==> src/rtl/mem_ctl_pkg.sv <==
// Shared state encodings for the memory-access controller.
// The 4-bit values are visible on state_dbg, so they must not be renumbered.
package mem_ctl_pkg;

    typedef enum logic [3:0] {
        IDLE       = 4'd0,
        WR_REQ     = 4'd1,
        WR_ACK     = 4'd2,
        WR_REL     = 4'd3,
        RD_OUT     = 4'd4,
        RD_ACK     = 4'd5,
        RD_REQ     = 4'd7,
        RD_OUT_REL = 4'd12,
        RD_REL     = 4'd13,
        ERR        = 4'd15
    } state_t;

    // States in which the controller waits on a mem_done edge and may time out.
    function automatic logic is_timed(input state_t s);
        return (s == WR_REQ) || (s == WR_REL) || (s == RD_REQ) || (s == RD_REL);
    endfunction

endpackage

==> src/rtl/mem_ctl_timeout.sv <==
// Saturating wait-cycle counter; expired flags the last allowed cycle in a state.
// TIMEOUT=0 keeps expired low permanently.
module mem_ctl_timeout #(
    parameter int TIMEOUT = 255
) (
    input  logic clk,
    input  logic rst_n,
    input  logic clr,
    input  logic en,
    output logic expired
);

    localparam int CW = (TIMEOUT > 0) ? $clog2(TIMEOUT + 1) : 1;

    logic [CW-1:0] cnt_reg;

    always_ff @(posedge clk or negedge rst_n) begin
        if (!rst_n) begin
            cnt_reg <= '0;
        end else if (clr) begin
            cnt_reg <= '0;
        end else if (en && (cnt_reg != '1)) begin
            cnt_reg <= cnt_reg + 1'b1;
        end
    end

    // Counting from zero, the state is left after exactly TIMEOUT cycles in it.
    assign expired = (TIMEOUT != 0) && en && (cnt_reg == CW'(TIMEOUT - 1));

endmodule

==> src/rtl/mem_ctl.sv <==
// Responder side of the host four-phase handshake, driving memory write/read strobes
// and returning read data over dout_valid/dout_ack. All outputs decode from registers.
module mem_ctl
    import mem_ctl_pkg::*;
#(
    parameter int ADDR_W  = 8,
    parameter int DATA_W  = 8,
    parameter int TIMEOUT = 255
) (
    input  logic              clk,
    input  logic              rst_n,
    input  logic              din_valid,
    input  logic              wen,
    input  logic [ADDR_W-1:0] din_addr,
    input  logic [DATA_W-1:0] din_data,
    output logic              din_ack,
    input  logic              mem_done,
    input  logic [DATA_W-1:0] mem_rdata,
    output logic              write,
    output logic              read,
    output logic [ADDR_W-1:0] mem_addr,
    output logic [DATA_W-1:0] mem_wdata,
    output logic              dout_valid,
    input  logic              dout_ack,
    output logic [DATA_W-1:0] dout,
    output logic              err,
    output logic [3:0]        state_dbg
);

    state_t            state_reg, state_next;
    logic [ADDR_W-1:0] addr_reg;
    logic [DATA_W-1:0] wdata_reg;
    logic [DATA_W-1:0] dout_reg;
    logic              err_reg;
    logic              expired;

    mem_ctl_timeout #(.TIMEOUT(TIMEOUT)) u_timeout (
        .clk     (clk),
        .rst_n   (rst_n),
        .clr     (state_next != state_reg),
        .en      (is_timed(state_reg)),
        .expired (expired)
    );

    always_ff @(posedge clk or negedge rst_n) begin
        if (!rst_n) begin
            state_reg <= IDLE;
        end else begin
            state_reg <= state_next;
        end
    end

    // Only the current state's own exit condition is looked at; a completion edge
    // takes precedence over a timeout in the same cycle.
    always_comb begin
        state_next = state_reg;
        case (state_reg)
            IDLE:       if (din_valid) state_next = wen ? WR_REQ : RD_REQ;
            WR_REQ:     if (mem_done) state_next = WR_REL;
                        else if (expired) state_next = ERR;
            WR_REL:     if (!mem_done) state_next = WR_ACK;
                        else if (expired) state_next = ERR;
            WR_ACK:     if (!din_valid) state_next = IDLE;
            RD_REQ:     if (mem_done) state_next = RD_ACK;
                        else if (expired) state_next = ERR;
            RD_ACK:     if (!din_valid) state_next = RD_OUT;
            RD_OUT:     if (dout_ack) state_next = RD_OUT_REL;
            RD_OUT_REL: if (!dout_ack) state_next = RD_REL;
            RD_REL:     if (!mem_done) state_next = IDLE;
                        else if (expired) state_next = ERR;
            ERR:        if (!din_valid) state_next = IDLE;
            default:    state_next = IDLE;
        endcase
    end

    always_comb begin
        write      = 1'b0;
        read       = 1'b0;
        din_ack    = 1'b0;
        dout_valid = 1'b0;
        case (state_reg)
            WR_REQ:     write = 1'b1;
            WR_ACK:     din_ack = 1'b1;
            RD_REQ:     read = 1'b1;
            RD_ACK:     begin read = 1'b1; din_ack = 1'b1; end
            RD_OUT:     begin read = 1'b1; dout_valid = 1'b1; end
            RD_OUT_REL: read = 1'b1;
            ERR:        din_ack = 1'b1;
            default:    ;
        endcase
    end

    always_ff @(posedge clk or negedge rst_n) begin
        if (!rst_n) begin
            addr_reg  <= '0;
            wdata_reg <= '0;
            dout_reg  <= '0;
            err_reg   <= 1'b0;
        end else begin
            if (state_reg == IDLE && din_valid) begin
                addr_reg  <= din_addr;
                wdata_reg <= din_data;
            end
            if (state_reg == RD_REQ && mem_done) begin
                dout_reg <= mem_rdata;
            end
            if (state_next == ERR) begin
                err_reg <= 1'b1;
            end
        end
    end

    assign mem_addr  = addr_reg;
    assign mem_wdata = wdata_reg;
    assign dout      = dout_reg;
    assign err       = err_reg;
    assign state_dbg = state_reg;

endmodule

==> config.mk <==
export PLATFORM = sky130hd
export DESIGN_NAME = mem_ctl
export DESIGN_NICKNAME = d
export VERILOG_FILES = /design/src/rtl/mem_ctl_pkg.sv /design/src/rtl/mem_ctl_timeout.sv /design/src/rtl/mem_ctl.sv
export SDC_FILE = /design/constraint.sdc
export NUM_CORES = 1
export LEC_CHECK = 0
export CORE_MARGIN = 4
export CORE_UTILIZATION = 40
export CTS_CLUSTER_DIAMETER = 50
export DETAILED_ROUTE_END_ITERATION = 10
export PLACE_DENSITY = 0.8
export SLEW_MARGIN = 30
export SYNTH_ARGS = -nofsm -noshare
export SYNTH_HDL_FRONTEND = slang
export SYNTH_SLANG_ARGS = --single-unit
==> constraint.sdc <==
create_clock -name clk -period 2.64 [get_ports clk]
set_input_delay 0.792 -clock clk [delete_from_list [all_inputs] [get_ports clk]]
set_output_delay 0.792 -clock clk [all_outputs]
set_load 0.1 [all_outputs]
Word-level counts from Yosys, hierarchy flattened:

Index checks and enable logic that the tools add are counted.

* bits in read-only memories: 0
* latch bits: 0
* memories: 0
* logic and storage cells: 50
* flip-flop bits (word level): 37
* memory bits (writable): 0

* multiply operators: 0
* div/mod/pow operators: 0
* add/subtract/negate cells: 1
* reductions and logical operators: 12
* equality and inequality tests: 13
* shift operators: 0
* mux-type cells: 18
* order comparisons: 0
* bitwise gates (word level): 0

Operator list (number)
* 2-to-1 mux 4 bit: 10
* one-hot mux 4 bit (9 select lines): 1
* equality test 4 bit, second input constant: 4
* 2-to-1 mux 8 bit: 2
* equality test 4 x 3 -> 1 bit, second input constant: 3
* adder 8 x 1 -> 8 bit, second input constant: 1
* equality test 4 x 2 -> 1 bit, second input constant: 2
* equality test 8 bit, second input constant: 1
* != test 8 bit, second input constant: 1
* equality test 4 x 1 -> 1 bit, second input constant: 1
* logical AND 1 bit: 4
* logical NOT 4 bit: 1
* 2-to-1 mux 1 bit: 4
* != test 4 bit: 1
* OR reduction 4 bit: 1
* logical OR 1 bit: 3
* 2-to-1 mux 3 bit: 1
* OR reduction 3 bit: 1
* nonzero test 2 bit: 1
* OR reduction 2 bit: 1

Logic depth before layout (Yosys ltp):

* depth after elaboration: 10
* mapped depth: 8
* gate-level depth less buffers: 6

Hierarchy:

A second synthesis with hierarchy kept.

* cells, all modules: 188
* area, all modules: 2069.5 sq um

Modules (own cells, without submodules)
* mem_ctl: seq. area each 725.7 sq um, area each 1569.0 sq um, cells an instance 137, instances 1
* mem_ctl_timeout: seq. area each 200.2 sq um, area each 500.5 sq um, cells an instance 51, instances 1

Least setup slack after synthesis:

No wires, ideal clock.

* path type: flip-flop to output port
* start: register state_reg[1] (netlist: state_dbg[1])
* end: output port din_ack
* slack: -1903 ps
* stages on the path, launching flop included: 5
* arrival time: 3751 ps
* cells stage by stage: dfrtp_1 buf_4 buf_2 nand2_1 o31ai_1

* word-level cells in the longest chain between the ends: 3
* elaborated cells between the ends (all ways): 5

Ends and longest elaborated chain
* from (decl): line mem_ctl.sv:30 `state_t state_reg, state_next;`
* from (signal assigned): line mem_ctl.sv:49 `state_reg <= state_next;`
* equality test 4 bit, or another cell as far along: line mem_ctl.sv:81 `case (state_reg)`
* OR reduction 3 bit (no source line) (*)
* 2-to-1 mux 1 bit (*): line mem_ctl.sv:81
* to (decl): line mem_ctl.sv:16 `output logic din_ack,`

Every way passes the cells marked *; elsewhere a longest branch is shown, timed or not.

Worst setup path in the final report:

* start: register state_reg[0] (netlist: state_dbg[0])
* end: output port din_ack

The elaborated chain is that of the path after synthesis.

==> flow_metrics.py <==
metrics = {
    "status": {
        "status": "completed",
    },
    "logic_synthesis": {
        "synth_edf_count": 0,
        "syn_nets": 222,
        "syn-cell-area_um2": 2120,
        "synth_warnings": 0,
        "synthFlopType": "dfrtp_1",
        "syn_area_per_cell_um2": 11.1,
        "ys_types": 52,
        "syn_inst": 190,
        "synth_seq_cells": 37,
        "synth_seq_area_share": 0.437,
        "ys_async_sr_fraction": 1.00,
    },
    "timing": {
        "clock_skew_ns": 0.00917,
        "rsz0062_at_grt": "no",
        "fin_ws_ns": 0.250,
        "slew_viol_final": 0,
        "finalSetupViolations": 0,
        "hold_viol_final": 0,
        "max_freq_mhz": 418,
        "tightest_slew_ns": 0.489,
        "period_minus_slack_ns": 2.39,
        "relSlewSlack": 0.673,
        "finalCritPeriodShare": 0.905,
    },
    "placed_design": {
        "place_ws_ns": 0.0318,
        "globalplace.congestion": 0.841,
        "dp_cells": 314,
        "place_hpwl_um": 3430,
        "io_buffers": 62,
    },
    "cells_and_area": {
        "antenna_cells": 0,
        "final_cells": 322,
        "fillers": 444,
        "final_nets": 283,
        "area_delta_synth_final_pct": 35.1,
        "drive_above_1_share": 0.361,
        "postLayoutCoreUtil": 0.560,
    },
    "worst_setup_path": {
        "path_class": "flip-flop to primary output",
        "critPathLaunchType": "flip-flop",
        "r2r-start": "state_dbg[0]",
        "critPathMaxFanout": 15,
        "cp-end-kind": "primary output",
        "slowest_stage": "dfrtp_2",
        "crit_arrival_ns": 1.60,
        "rr_endpoint": "u_timeout.cnt_reg[2]",
        "crit_chain": "inv_2, nand2_1, o31ai_4, buf_12",
        "slowest_delay_ns": 0.53,
        "r2r_setup_slack_ns": 0.60,
        "worstPathRequired_ns": 1.85,
        "reg2reg_depth": 6,
    },
    "floorplan": {
        "design.core.area_um2": 5110,
        "die_w_um": 80.8,
        "num_rows": 26,
        "die_y_um": 80.8,
        "die-area_um2": 6520,
        "ios": 63,
        "start_util": 0.415,
    },
    "global_route": {
        "grt_pass1_vias": 1708,
        "gr-total-overflow": 0,
        "grt_usage": 0.153,
        "grt_max_degree": 38,
        "antenna_found_initial": 0,
        "grt_pass1_wl_um": 7870,
    },
    "min_path": {
        "holdPathStages": 1,
        "min-delay-path-class": "flip-flop to flip-flop",
        "min_from": "err",
        "min_to": "err",
    },
    "drt": {
        "drt_iter0_markers": 166,
        "vias": 1711,
        "first_pass_iters": 4,
        "drc_errors": 0,
        "wl_um": 4740,
        "wire_per_inst_um": 14.7,
        "via_per_inst": 5.31,
        "ant_nets": 0,
    },
    "clock_network": {
        "cts_resized": 0,
        "clk_pin_slew_ns": 0.08,
        "cts_tree": "yes",
        "hold_buffers": 0,
        "numCtsBuffers": 5,
        "cts.path.max_buffers": 2,
        "cts.sinks": 37,
        "post_cts.repair.setup_buffers": 0,
        "root_buffer": "clkbuf_8",
        "htree_num_levels": 2,
        "clock_latency_ns": 0.29,
    },
    "job": {
        "drv_cap": 0,
    },
}
cells in the mapped netlist, types with 2 or more instances:
| master | instances | area share |
|---|---|---|
| a211oi_2 | 2 | 0.012 |
| a21o_1 | 2 | 0.0071 |
| a21oi_1 | 7 | 0.017 |
| a31oi_1 | 2 | 0.0059 |
| and2_1 | 3 | 0.0089 |
| and3_1 | 8 | 0.024 |
| buf_2 | 6 | 0.014 |
| buf_4 | 3 | 0.011 |
| buf_6 | 4 | 0.021 |
| dfrtp_1 | 37 | 0.44 |
| ha_1 | 2 | 0.012 |
| inv_1 | 4 | 0.0071 |
| mux2_2 | 24 | 0.13 |
| mux2i_1 | 4 | 0.019 |
| nand2_1 | 10 | 0.018 |
| nand2b_1 | 4 | 0.012 |
| nand3_1 | 7 | 0.017 |
| nand4_1 | 4 | 0.012 |
| nor2_1 | 9 | 0.016 |
| nor3_1 | 6 | 0.014 |
| o21ai_0 | 7 | 0.017 |
| o22ai_1 | 2 | 0.0059 |
| or3_1 | 3 | 0.0089 |
| xnor2_1 | 2 | 0.0083 |
how the worst max path moves through the flow:
| stage | start | slack, ns | endpoint | cells after the start |
|---|---|---|---|---|
| 2_1_floorplan | state_dbg[3] | -0.10 | din_ack | 4 |
| 3_3_place_gp | dout_ack | 0.06 | u_timeout.cnt_reg[2] | 6 |
| 3_5_place_dp | dout_ack | 0.03 | u_timeout.cnt_reg[2] | 6 |
| 4_1_cts | state_dbg[0] | 0.23 | din_ack | 4 |
| 5_1_grt | state_dbg[0] | 0.18 | din_ack | 4 |
| 6_report | state_dbg[0] | 0.25 | din_ack | 4 |
kinds of logic (layout without fill, tap and decap cells):
logic type,Yosys count,count (layout),share of synthesized area
AOI/OAI and AO/OA,36,36,0.144
adders and majority gates,2,2,0.0118
xor gates and xnor gates,4,4,0.0254
muxes,28,28,0.147
buffers and inverters,19,81,0.0567
DFF,37,37,0.437
and+or+nand+nor,64,64,0.178
layout make-up:
| type | count | area (um^2) | share of cell area |
|---|---|---|---|
| multi-input cells | 134 | 1100 | 0.384 |
| inverters | 5 | 18.8 | 0.00656 |
| flip-flops and latches | 37 | 938 | 0.328 |
| well taps | 70 | 87.6 | 0.0306 |
| repair buffers | 68 | 633 | 0.221 |
| clock buffers | 7 | 76.3 | 0.0267 |
| clock inverters | 1 | 7.51 | 0.00262 |
layout by cell type (no fill, tap or decap), types with 2 or more instances in the layout:
master,count
buf_4,35
dfrtp_1,33
clkdlybuf4s50_1,29
mux2_2,24
nand2_1,10
nor2_1,9
nand3_1,7
o21ai_0,7
a21oi_1,7
and3_1,6
nor3_1,5
clkbuf_8,5
inv_1,4
nand2b_1,4
mux2i_1,4
nand4_1,4
buf_12,4
or3_1,3
and2_1,3
dfrtp_4,3
and3_2,2
o22ai_1,2
a21o_1,2
a31oi_1,2
xnor2_1,2
a211oi_2,2
ha_1,2
clkbuf_1,2
layer usage:
layer,routed length (um),global-route usage,vias up,share of wire
met4,38,0.0338,0,0.0080
met5,0,0,-,0
met2,2190,0.250,70,0.46
li1,-,-,810,-
met1,2040,0.188,826,0.43
met3,467,0.0654,5,0.099
metrics by stage:
step | instance area (um^2) | hold slack [ns] | TNS, ns
floorplan | 2180 | 0.496 | -0.152
global placement | 2780 | 0.446 | 0
detailed placement | 2780 | 0.450 | 0
CTS | 2860 | 0.470 | 0
global route | 2860 | 0.494 | 0
finish | 2860 | 0.469 | 0
worst max-delay path: cells and delay by family (launching register included):
| kind | cells | cell delay [ns] |
|---|---|---|
| compound gates | 1 | 0.27 |
| buf+inv | 2 | 0.39 |
| flops | 1 | 0.53 |
| simple gates | 1 | 0.12 |
Power is left out: the tool's default activity adds up to more than one toggle a clock period on the data nets, which glitch-free logic cannot reach.
